===== src/rtl/pel_feeder_if.sv =====
`default_nettype none
// =============================================================================
// Module : pel_feeder_if
// Brief  : Memory-read and pixel-stream bundle between pel_feeder and its
//          TB/SW memories plus the head PE of the search array.
//          Optional macro: FEEDER_CYCCNT_EN (adds cyc_cnt).
// Rev    : 1.0
// =============================================================================
interface pel_feeder_if #(
  parameter int TB_SIZE = 16,
  parameter int SRCH    = 8
);
  localparam int c_sw_w  = TB_SIZE + 2*SRCH - 1;
  localparam int c_tb_aw = $clog2(TB_SIZE*TB_SIZE);
  localparam int c_sw_aw = $clog2(c_sw_w*c_sw_w);

  logic                 start;
  logic                 hold;
  logic [c_tb_aw-1:0]   tb_addr;
  logic                 tb_rd;
  logic [7:0]           tb_q;
  logic [c_sw_aw-1:0]   sw_addr;
  logic                 sw_rd;
  logic [7:0]           sw_q;
  logic                 en_tb;
  logic [7:0]           pel_tb;
  logic                 en_sw;
  logic [7:0]           pel_sw;
  logic                 busy;
  logic                 done;

`ifdef FEEDER_CYCCNT_EN
  logic [31:0]          cyc_cnt;

  modport master (
    input  start, hold, tb_q, sw_q,
    output tb_addr, tb_rd, sw_addr, sw_rd, en_tb, pel_tb, en_sw, pel_sw,
           busy, done, cyc_cnt
  );
  modport slave (
    output start, hold, tb_q, sw_q,
    input  tb_addr, tb_rd, sw_addr, sw_rd, en_tb, pel_tb, en_sw, pel_sw,
           busy, done, cyc_cnt
  );
`else
  modport master (
    input  start, hold, tb_q, sw_q,
    output tb_addr, tb_rd, sw_addr, sw_rd, en_tb, pel_tb, en_sw, pel_sw,
           busy, done
  );
  modport slave (
    output start, hold, tb_q, sw_q,
    input  tb_addr, tb_rd, sw_addr, sw_rd, en_tb, pel_tb, en_sw, pel_sw,
           busy, done
  );
`endif
endinterface
`default_nettype wire


===== src/rtl/pel_feeder.sv =====
`default_nettype none
// =============================================================================
// Module : pel_feeder
// Brief  : Reads the template block then every search-window offset strip and
//          streams both into the head PE. Optional macro: FEEDER_CYCCNT_EN.
// Rev    : 1.0
// =============================================================================
module pel_feeder #(
  parameter int TB_SIZE = 16,
  parameter int SRCH    = 8
) (
  input  wire logic    clk,
  input  wire logic    rst_n,
  pel_feeder_if.master bus
);
  localparam int c_sw_w   = TB_SIZE + 2*SRCH - 1;
  localparam int c_tb_aw  = $clog2(TB_SIZE*TB_SIZE);
  localparam int c_sw_aw  = $clog2(c_sw_w*c_sw_w);
  localparam int c_off_n  = 2*SRCH;
  localparam int c_off_w  = (c_off_n > 1) ? $clog2(c_off_n) : 1;
  localparam int c_seg_n  = TB_SIZE*c_sw_w;
  localparam int c_seg_w  = (c_seg_n > 1) ? $clog2(c_seg_n) : 1;

  localparam logic [c_tb_aw-1:0]  c_tb_last  = c_tb_aw'(TB_SIZE*TB_SIZE - 1);
  localparam logic [c_seg_w-1:0]  c_seg_last = c_seg_w'(c_seg_n - 1);
  localparam logic [c_off_w-1:0]  c_off_last = c_off_w'(c_off_n - 1);
  localparam logic [c_sw_aw-1:0]  c_sw_step  = c_sw_aw'(c_sw_w);

  typedef enum logic [1:0] {
    S_IDLE      = 2'd0,
    S_LOAD_TB   = 2'd1,
    S_STREAM_SW = 2'd2,
    S_FLUSH     = 2'd3
  } state_t;

  state_t               state_q, state_d;
  logic [c_tb_aw-1:0]   tb_cnt_q, tb_cnt_d;
  logic [c_off_w-1:0]   off_q, off_d;
  logic [c_seg_w-1:0]   seg_q, seg_d;
  logic [c_sw_aw-1:0]   base_q, base_d;
  logic [c_sw_aw-1:0]   sw_addr_q, sw_addr_d;
  logic                 en_tb_q, en_sw_q;
  logic [7:0]           pel_tb_q, pel_sw_q;
  logic                 tb_rd, sw_rd, done;

  // Within one offset the N rows are consecutive in the window, so the
  // address simply increments; only the offset change reloads from base.
  always_comb begin
    state_d   = state_q;
    tb_cnt_d  = tb_cnt_q;
    off_d     = off_q;
    seg_d     = seg_q;
    base_d    = base_q;
    sw_addr_d = sw_addr_q;
    tb_rd     = 1'b0;
    sw_rd     = 1'b0;
    done      = 1'b0;
    case (state_q)
      S_IDLE: begin
        if (bus.start) state_d = S_LOAD_TB;
      end
      S_LOAD_TB: begin
        if (!bus.hold) begin
          tb_rd = 1'b1;
          if (tb_cnt_q == c_tb_last) begin
            tb_cnt_d = '0;
            state_d  = S_STREAM_SW;
          end else begin
            tb_cnt_d = tb_cnt_q + 1'b1;
          end
        end
      end
      S_STREAM_SW: begin
        if (!bus.hold) begin
          sw_rd = 1'b1;
          if (seg_q == c_seg_last) begin
            seg_d = '0;
            if (off_q == c_off_last) begin
              off_d     = '0;
              base_d    = '0;
              sw_addr_d = '0;
              state_d   = S_FLUSH;
            end else begin
              off_d     = off_q + 1'b1;
              base_d    = base_q + c_sw_step;
              sw_addr_d = base_q + c_sw_step;
            end
          end else begin
            seg_d     = seg_q + 1'b1;
            sw_addr_d = sw_addr_q + 1'b1;
          end
        end
      end
      S_FLUSH: begin
        if (!bus.hold) begin
          done    = 1'b1;
          state_d = S_IDLE;
        end
      end
      default: state_d = S_IDLE;
    endcase
  end

  always_ff @(posedge clk) begin
    if (!rst_n) begin
      state_q   <= S_IDLE;
      tb_cnt_q  <= '0;
      off_q     <= '0;
      seg_q     <= '0;
      base_q    <= '0;
      sw_addr_q <= '0;
      en_tb_q   <= 1'b0;
      en_sw_q   <= 1'b0;
      pel_tb_q  <= '0;
      pel_sw_q  <= '0;
    end else begin
      state_q   <= state_d;
      tb_cnt_q  <= tb_cnt_d;
      off_q     <= off_d;
      seg_q     <= seg_d;
      base_q    <= base_d;
      sw_addr_q <= sw_addr_d;
      en_tb_q   <= tb_rd;
      en_sw_q   <= sw_rd;
      if (en_tb_q) pel_tb_q <= bus.tb_q;
      if (en_sw_q) pel_sw_q <= bus.sw_q;
    end
  end

  assign bus.tb_addr = tb_cnt_q;
  assign bus.tb_rd   = tb_rd;
  assign bus.sw_addr = sw_addr_q;
  assign bus.sw_rd   = sw_rd;
  assign bus.en_tb   = en_tb_q;
  assign bus.pel_tb  = pel_tb_q;
  assign bus.en_sw   = en_sw_q;
  assign bus.pel_sw  = pel_sw_q;
  assign bus.busy    = (state_q != S_IDLE);
  assign bus.done    = done;

`ifdef FEEDER_CYCCNT_EN
  logic [31:0] cyc_cnt_q;

  // The accepting edge opens the first busy cycle, so counting starts at one.
  always_ff @(posedge clk) begin
    if (!rst_n) begin
      cyc_cnt_q <= '0;
    end else if (state_q == S_IDLE && bus.start) begin
      cyc_cnt_q <= 32'd1;
    end else if (state_q != S_IDLE && !done && cyc_cnt_q != '1) begin
      cyc_cnt_q <= cyc_cnt_q + 32'd1;
    end
  end

  assign bus.cyc_cnt = cyc_cnt_q;
`endif
endmodule
`default_nettype wire


===== src/flat_wrapper.sv =====
// flat-port wrapper written by rule: the top's interface ports become plain ports
module pel_feeder_flat 
#(
  parameter int TB_SIZE = 16,
  parameter int SRCH    = 8
)
  (clk, rst_n, bus_start, bus_hold, bus_tb_q, bus_sw_q, bus_tb_addr, bus_tb_rd, bus_sw_addr, bus_sw_rd, bus_en_tb, bus_pel_tb, bus_en_sw, bus_pel_sw, bus_busy, bus_done);
  pel_feeder_if #(.TB_SIZE(TB_SIZE), .SRCH(SRCH)) bus_i ();
  input  wire logic clk;
  input  wire logic rst_n;
  input wire logic [$bits(bus_i.start)-1:0] bus_start;
  input wire logic [$bits(bus_i.hold)-1:0] bus_hold;
  input wire logic [$bits(bus_i.tb_q)-1:0] bus_tb_q;
  input wire logic [$bits(bus_i.sw_q)-1:0] bus_sw_q;
  output wire logic [$bits(bus_i.tb_addr)-1:0] bus_tb_addr;
  output wire logic [$bits(bus_i.tb_rd)-1:0] bus_tb_rd;
  output wire logic [$bits(bus_i.sw_addr)-1:0] bus_sw_addr;
  output wire logic [$bits(bus_i.sw_rd)-1:0] bus_sw_rd;
  output wire logic [$bits(bus_i.en_tb)-1:0] bus_en_tb;
  output wire logic [$bits(bus_i.pel_tb)-1:0] bus_pel_tb;
  output wire logic [$bits(bus_i.en_sw)-1:0] bus_en_sw;
  output wire logic [$bits(bus_i.pel_sw)-1:0] bus_pel_sw;
  output wire logic [$bits(bus_i.busy)-1:0] bus_busy;
  output wire logic [$bits(bus_i.done)-1:0] bus_done;
  assign bus_i.start = bus_start;
  assign bus_i.hold = bus_hold;
  assign bus_i.tb_q = bus_tb_q;
  assign bus_i.sw_q = bus_sw_q;
  assign bus_tb_addr = bus_i.tb_addr;
  assign bus_tb_rd = bus_i.tb_rd;
  assign bus_sw_addr = bus_i.sw_addr;
  assign bus_sw_rd = bus_i.sw_rd;
  assign bus_en_tb = bus_i.en_tb;
  assign bus_pel_tb = bus_i.pel_tb;
  assign bus_en_sw = bus_i.en_sw;
  assign bus_pel_sw = bus_i.pel_sw;
  assign bus_busy = bus_i.busy;
  assign bus_done = bus_i.done;
  pel_feeder #(.TB_SIZE(TB_SIZE), .SRCH(SRCH)) u_core (.clk(clk), .rst_n(rst_n), .bus(bus_i));
endmodule

===== config.mk =====
export PLATFORM = sky130hd
export DESIGN_NAME = pel_feeder_flat
export DESIGN_NICKNAME = d
export VERILOG_FILES = /design/src/rtl/pel_feeder_if.sv /design/src/rtl/pel_feeder.sv /design/src/flat_wrapper.sv
export SDC_FILE = /design/constraint.sdc
export NUM_CORES = 1
export LEC_CHECK = 0
export ABC_CLOCK_PERIOD_IN_PS = 2200
export CAP_MARGIN = 15
export CORE_UTILIZATION = 36
export CTS_BUF_LIST = sky130_fd_sc_hd__clkbuf_4
export DETAILED_ROUTE_END_ITERATION = 7
export GPL_ROUTABILITY_DRIVEN = 0
export HOLD_SLACK_MARGIN = 0.1
export MAX_ROUTING_LAYER = met4
export PLACE_DENSITY = 0.66
export SYNTH_ARGS = -nofsm -noshare
export SYNTH_HDL_FRONTEND = slang
export SYNTH_SLANG_ARGS = --single-unit

===== constraint.sdc =====
create_clock -name clk -period 2.2 [get_ports clk]
set_clock_uncertainty 0.1 [all_clocks]
set_input_delay 0.44 -clock clk [delete_from_list [all_inputs] [get_ports clk]]
set_output_delay 0.44 -clock clk [all_outputs]
set_load 0.1 [all_outputs]

---- After elaboration in Yosys (flattened, before gate mapping) ----
Index checks and enable logic that the tools add are counted.
cells by class
  add/subtract/negate cells ............... 5
  reductions and logical operators ........ 6
  equal/unequal tests ..................... 13
  multiplexer cells ....................... 17
  bitwise logic cells ..................... 1
operators by type and width
  cell                     count
  $mux W10                 2
  $mux W2                  7
  $add A10 B1 Y10 const B  1
  $add A10 B5 Y10 const B  1
  $add A9 B1 Y9 const B    1
  $eq A9 B9 Y1 const B     1
  $mux W9                  1
  $add A8 B1 Y8 const B    1
  $eq A8 B8 Y1 const B     1
  $mux W8                  1
  $ne A2 B2 Y1 const B     4
  $pmux W2 S4              1
  $reduce_and A7 Y1        1
  $ne A2 B1 Y1 const B     3
  $add A4 B1 Y4 const B    1
  $eq A2 B2 Y1 const B     2
  $eq A4 B4 Y1 const B     1
  $mux W1                  4
  $mux W4                  1
  $reduce_and A2 Y1        2
  $reduce_and A3 Y1        1
  $eq A2 B1 Y1 const B     1
  $logic_not A2 Y1         1
  $reduce_bool A2 Y1       1
  $not A1 Y1               1
word-level totals
  flip-flop bits (word level) ............. 61
  output and inout port bits .............. 40
  word-level logic and storage cells ...... 52
  bits of input ports ..................... 20

---- Longest topological paths before layout ----
Gate-level depths: netlist of the first run.
  depth after elaboration ................. 5
  depth in mapped cells ................... 9
  gate-level depth less buffers ........... 7

---- Worst setup path after synthesis of the first run ----
Ideal clock, no wire load.
  kind .................................... register to register
  start ................................... register u_core.state_q[1]
  end ..................................... register u_core.tb_cnt_q[0] (netlist: u_core.bus.tb_addr[0])
  setup slack ............................. -0.288 ns
  path buffers ............................ 1
  required time ........................... 1.971 ns
  clock period less this slack ............ 2.488 ns
  arrival time ............................ 2.258 ns
  setup time .............................. 0.129 ns
  cell stages (with the launch flop) ...... 8
  cell sequence ........................... dfxtp_1 -> inv_1 -> ha_1 -> nor2b_1 -> clkbuf_1 -> inv_1 -> o21ai_0 -> nor2_1
on the way
  longest elaborated chain between the ends .. 2
ends and longest elaborated chain
  element                      line               text
  start, declared              pel_feeder.sv:36   state_t state_q, state_d;
  start signal, assigned       pel_feeder.sv:117  state_q <= state_d;
  $eq A2 B1 Y1                 pel_feeder.sv:58   case (state_q)
  $reduce_and A2 Y1 (no line)  --
  end signal, assigned         pel_feeder.sv:118  tb_cnt_q <= tb_cnt_d;
  end, declared                pel_feeder.sv:37   logic [c_tb_aw-1:0] tb_cnt_q, tb_cnt_d;
No other way between the ends.
A chain may end at the register's enable or synchronous reset.

---- Worst setup path in the final report of the first run ----
  start ................................... register u_core.state_q[0]
  end ..................................... output port bus_sw_rd
on the way
  longest elaborated chain between the ends .. 2
ends and longest elaborated chain
  element        line                text
  $eq A2 B2 Y1   pel_feeder.sv:58
  $mux W1        pel_feeder.sv:58
  end, declared  flat_wrapper.sv:18  output wire logic [$bits(bus_i.sw_rd)-1:0] bus_sw_rd;
No other way between the ends.

==> results of run 1 <==
[power by group]
part / internal (mW) / switching [mW]
Clock: 0.231 / 0.399
Combinational: 0.319 / 0.578
Sequential: 1.15 / 0.0433
Total: 1.70 / 1.02
[worst register-to-register path, delay by kind of cell (launching register included)]
family                   cells  cell delay [ns]
AND/OR/NAND/NOR              3             0.99
flip-flops                   1             0.41
adder cells (fa/ha/maj)      1             0.26
AO/OA/AOI/OAI                1             0.15
[per-layer routing]
layer,track usage,vias up,wire (µm)
li1,-,1299,-
met1,0.226,1206,3160
met2,0.291,62,3260
met3,0.0511,9,419
met4,0.0741,0,86
met5,-,-,0
[timing repair]
| action | CTS | global route |
|---|---|---|
| setup endpoints to repair | 1 | 2 |
| setup buffers | 1 | 1 |
| resized for setup | 1 | 3 |
[through the flow]
step | worst slack (ns) | area [µm²] | power, mW | instances | TNS (ns)
finish | 0.101 | 3820 | 2.72 | 507 | 0
CTS | 0.0351 | 3800 | 2.75 | 506 | 0
detailed placement | -0.00394 | 3690 | 2.10 | 490 | -0.00394
floorplan | 0.00192 | 2890 | 1.80 | 322 | 0
global placement | 0.0407 | 3690 | 2.09 | 490 | 0
global route | -0.00477 | 3820 | 2.86 | 507 | -0.00477
[final timing paths]
path	start	endpoint	slack, ns	depth (start not counted)
max	u_core.state_q[0]$_SDFFE_PN0P_	bus_sw_rd	0.10	6
max reg2reg	u_core.seg_q[0]$_SDFFE_PN0P_	u_core.base_q[7]$_SDFFE_PN0P_	0.21	5
min	u_core.off_q[1]$_SDFFE_PN0P_	u_core.off_q[1]$_SDFFE_PN0P_	0.39	2
min reg2reg	u_core.off_q[1]$_SDFFE_PN0P_	u_core.off_q[1]$_SDFFE_PN0P_	0.39	2
[state kept, by name (all words and copies together), names as in the netlist]
name and cells:
u_core.base_q 10, u_core.bus.sw_addr 10, u_core.seg_q 9, u_core.bus.pel_sw 8
u_core.bus.pel_tb 8, u_core.bus.tb_addr 8, u_core.off_q 4, u_core.state_q 2
u_core.bus.en_sw 1, u_core.bus.en_tb 1
[area by class of cell]
| cell class | instances | area (µm²) | share of cell area |
|---|---|---|---|
| Clock buffer | 10 | 75.1 | 0.0197 |
| Clock inverter | 5 | 28.8 | 0.00754 |
| Inverter | 12 | 45.0 | 0.0118 |
| Multi-Input combinational cell | 236 | 1570 | 0.412 |
| Sequential cell | 61 | 1220 | 0.321 |
| Tap cell | 102 | 128 | 0.0334 |
| Timing Repair Buffer | 81 | 743 | 0.195 |
[cells in the mapped netlist (all sizes together), types with 3 or more instances]
master | instances | area, µm²
a21oi | 8 | 40.0
or4 | 3 | 26.3
o21a | 6 | 45.0
o21ai | 13 | 65.1
nand4 | 12 | 75.1
and4b | 3 | 31.3
nor2 | 43 | 161
inv | 11 | 41.3
nand2 | 25 | 93.8
or3 | 4 | 25.0
nand3 | 11 | 67.6
dfxtp | 61 | 1220
ha | 10 | 125
mux2i | 22 | 220
and4 | 4 | 36.3
clkbuf | 8 | 30.0
a31oi | 8 | 50.1
xor2 | 20 | 175
o22ai | 8 | 56.3
buf | 5 | 27.5
nor3 | 7 | 40.0
xnor2 | 8 | 70.1
and3 | 4 | 25.0
[logic make-up after synthesis]
logic type                 count (synthesis)  share of synthesized area
and+or+nand+nor                          125                      0.224
DFF                                       61                      0.423
AOI/OAI and AO/OA                         50                      0.109
xor gates and xnor gates                  28                     0.0849
buffers and inverters                     25                     0.0355
muxes                                     23                     0.0802
adders and majority gates                 10                     0.0433
==> metrics, run 1 <==
CTS tree built; hpwl dp 5170 µm; fmax 476 MHz; Global Route Usage Sum 0.186; register area share after synthesis 0.423; commonest cells after routing, fill and taps aside dfxtp_1, buf_4, nor2_1; final period utilization 0.954; total CTS buffers 9; Worst Path Arrival 1.56 ns; VDD IR max 295 µV; commonest non-fill, non-tap cell in the layout dfxtp_1; Clock Tree Root clkbuf_4; initial antenna violation count 0; Rows 32; Critical Path Fanout Max 14; largest net degree at the start of global routing 31; most frequent cell on the critical path buf_12; Core ar. 7730 µm²; maxcap violations 0; proportion of layout cells with a drive suffix above 1 0.225; CP Launch Type register; routed wire length 6930 µm; critical path's slowest cell dfxtp_2; chip height 91.6 µm; Top delay family on crit path buffers and inverters; CP required 1.66 ns; total global routing overflow 0; Final Hold Fails 0; flops & latches, synth 61; crit path kind reg2out; Slew Limit Fails 0; cell count after synthesis 322; routed vias 2576; Pre-antenna DRT Iters 4; Rel. slew slack 0.665; WL per Instance 13.7 µm; worst-path cell chain inv_1 -> ha_2 -> nand2b_1 -> inv_2 -> buf_12 -> buf_12; antenna violation net count after detailed routing 0; Fill cells 742; Clock Path Buffers 2; Tightest Pin Transition 0.501 ns; Synth async-reset ratio 0; final setup vio count 0; number of distinct library cells after synthesis 47; Mapped Nets 352; clock transition at the registers of the reported paths 0.10 ns; CTS HTree Levels 3; status complete, no violations; ys flop type dfxtp_1; die area 8380 µm²; crit-path max cell delay 0.35 ns; P_leak 1.49 nW; number of global-route vias before repair 2574; Hold Slack 0.395 ns; Final nets 431; # clock sinks 61; diodes inserted 0; # hold bufs at CTS 0; EDFF count, synth 0; Initial Utilization 0.374; Power Dens Cells 713 nW/µm²; Min-Delay Path Class reg2reg; # DRC 0; Area growth, synth to finish 32.1%; Ports 60; final core occ 0.494; Ys Warns 0; minimum clock period 2.10 ns; Clk Latency, worst-skew pair 0.40 ns; Die W 91.6 µm; CP Buf/Inv Count 4; initial drt markers 107; syn_area_per_cell 8.97 µm²; port buffer count 59; synthesized cell area 2890 µm²; vias per cell 5.08; first-pass GRT wire length 11900 µm; CP Capture Type output port
Note: power is estimated with default switching activity, not from simulation.
==> run 2: changes to the inputs <==
--- a/config.mk
+++ b/config.mk
@@ -11,6 +11,7 @@
 export CTS_BUF_LIST = sky130_fd_sc_hd__clkbuf_4
 export DETAILED_ROUTE_END_ITERATION = 7
 export GPL_ROUTABILITY_DRIVEN = 0
+export GPL_TIMING_DRIVEN = 0
 export HOLD_SLACK_MARGIN = 0.1
 export MAX_ROUTING_LAYER = met4
 export PLACE_DENSITY = 0.66
==> metrics, run 2 (synthesis gave the netlist of run 1 again) <==
Top delay family on crit path buffers and inverters (unchanged); routed wire length 7090 µm (was 6930 µm); Power, Total 2.90 mW (was 2.72 mW); Final nets 427 (was 431); Power Dens Cells 758 nW/µm² (was 713 nW/µm²); Ports 60 (unchanged); Rel. slew slack 0.357 (was 0.665); final setup vio count 0 (unchanged); Pre-antenna DRT Iters 4 (unchanged); CTS tree built (unchanged); setup TNS 0 ns (unchanged); worst-path cell chain dlygate4sd2_1 (was inv_1 -> ha_2 -> nand2b_1 -> inv_2 -> buf_12 -> buf_12); CP required 1.66 ns (about the same); initial drt markers 109 (was 107); CP Buf/Inv Count 1 (was 4); Slew Limit Fails 0 (unchanged); CTS HTree Levels 3 (unchanged); Clock Tree Root clkbuf_4 (unchanged); die area 8380 µm² (unchanged); final period utilization 0.969 (was 0.954); chip height 91.6 µm (unchanged); Sequential Area 1230 µm² (was 1220 µm²); total CTS buffers 9 (unchanged); multi-input logic area 1600 µm² (was 1570 µm²); CP Capture Type output port (unchanged); number of global-route vias before repair 2473 (was 2574); diodes inserted 0 (unchanged); hpwl dp 5120 µm (was 5170 µm); final core occ 0.496 (was 0.494); Min-Delay Path Class reg2reg (unchanged); clock transition at the registers of the reported paths 0.10 ns (about the same); WHS Path Cells 2 (unchanged); fmax 469 MHz (was 476 MHz); Fill cells 752 (was 742); total global routing overflow 0 (unchanged); first-pass GRT wire length 11600 µm (was 11900 µm); Global Route Usage Sum 0.182 (was 0.186); # clock sinks 61 (unchanged); Hold Slack 0.389 ns (was 0.395 ns); Rows 32 (unchanged); proportion of layout cells with a drive suffix above 1 0.172 (was 0.225); Hold EP u_core.off_q[1]$_SDFFE_PN0P_ (unchanged); # DRC 0 (unchanged); initial antenna violation count 0 (unchanged); worst setup margin 0.0677 ns (was 0.101 ns); Final Hold Fails 0 (unchanged); port buffer count 59 (unchanged); worst reg2reg path depth 7 (was 5); RR Endpoint u_core.bus.sw_addr[9]$_SDFFE_PN0P_ (was u_core.base_q[7]$_SDFFE_PN0P_); minimum clock period 2.13 ns (was 2.10 ns); R2R Path Start u_core.seg_q[0]$_SDFFE_PN0P_ (unchanged); Initial Utilization 0.374 (unchanged); largest net degree at the start of global routing 11 (was 31); Worst Path Arrival 1.59 ns (was 1.56 ns); status complete, no violations (unchanged); P_leak 1.45 nW (was 1.49 nW); Core ar. 7730 µm² (unchanged); commonest non-fill, non-tap cell in the layout dfxtp_1 (unchanged); antenna violation net count after detailed routing 0 (unchanged); VDD IR max 329 µV (was 295 µV); Die W 91.6 µm (unchanged); RSZ-0062 raised after global routing yes; Tightest Pin Transition 0.968 ns (was 0.501 ns); commonest cells after routing, fill and taps aside dfxtp_1, nor2_1, nand2_1 (was dfxtp_1, buf_4, nor2_1); CP Launch Type register (unchanged); critical path's slowest cell dlygate4sd2_1 (was dfxtp_2); Critical Path Fanout Max 2 (was 14); vias per cell 5.13 (was 5.08); pre-CTS setup slack -1.22 ns (was -0.00394 ns); Area growth, synth to finish 32.6% (was 32.1%); Hold Crit Start u_core.off_q[1]$_SDFFE_PN0P_ (unchanged); crit path kind reg2out (unchanged); crit-path max cell delay 0.86 ns (was 0.35 ns); routed vias 2588 (was 2576); Clock Path Buffers 2 (unchanged); # hold bufs at CTS 0 (unchanged); WL per Instance 14.1 µm (was 13.7 µm); Register-to-Register Setup Slack 0.16 ns (was 0.21 ns); Clk Latency, worst-skew pair 0.41 ns (was 0.40 ns); maxcap violations 0 (unchanged)
run 2: changes by cell type in the layout (fill, tap and decap cells not counted), sizes merged:
| cell | change |
|---|---|
| buf | -49 |
| clkdlybuf4s15 | +24 |
| clkbuf | +19 |
| dlygate4sd2 | +3 |
| bufinv | +2 |
| clkinvlp | -2 |
| clkdlybuf4s50 | -1 |
| clkinv | +1 |
run 2: worst reg2reg max path, stage by stage, from the launching register on:
cell and delay, ns:
dfxtp_1 0.43, ha_1 0.26, and4_2 0.35, nand3_4 0.14, buf_4 0.20, nand2_1 0.11
buf_2 0.24, o22ai_2 0.11
run 2: per-layer routing:
layer / vias to the layer above / part of all wire / GRT usage
li1: 1291 / - / -
met1: 1217 / 0.46 / 0.230
met2: 70 / 0.47 / 0.280
met3: 10 / 0.051 / 0.0377
met4: 0 / 0.016 / 0.0807
met5: - / 0 / -
run 2: area by class of cell:
type,count,share of cell area
Inverter,12,0.0131
Clock buffer,10,0.0196
Timing Repair Buffer,64,0.158
Clock inverter,6,0.0203
Sequential cell,61,0.320
Tap cell,102,0.0333
Buffer,13,0.0186
Multi-Input combinational cell,236,0.417
run 2: worst max path at each step:
stage	slack [ns]	to	cells past startpoint	start
finish	0.07	bus_pel_tb[0]	1	u_core.bus.pel_tb[0]$_SDFFE_PN0P_
global route	-0.03	bus_tb_rd	5	u_core.state_q[1]$_SDFFE_PN0P_
CTS	-0.003	bus_tb_rd	5	u_core.state_q[1]$_SDFFE_PN0P_
floorplan	0.002	u_core.state_q[0]$_SDFFE_PN0P_	4	u_core.bus.tb_addr[0]$_SDFFE_PN0P_
detailed placement	-1.22	bus_sw_rd	5	bus_hold
global placement	-1.24	bus_sw_rd	5	bus_hold
run 2: metrics by stage:
stage | instance area (µm²) | cells
floorplan | 2890 | 322
global placement | 3610 | 483
detailed placement | 3610 | 483
CTS | 3790 | 499
global route | 3830 | 504
finish | 3830 | 504
run 2: repair_timing:
item | in CTS | in global routing
endpoints found under the setup margin | 40 | 40
pin swaps | 0 | 2
setup buffers | 0 | 5
gates resized for setup | 101 | 40
run 2: power by group:
| part | leakage, nW | switching (mW) | internal [mW] |
|---|---|---|---|
| clock | 0.0852 | 0.415 | 0.463 |
| combinational | 0.875 | 0.572 | 0.252 |
| sequential | 0.494 | 0.0467 | 1.15 |
| total | 1.45 | 1.03 | 1.87 |
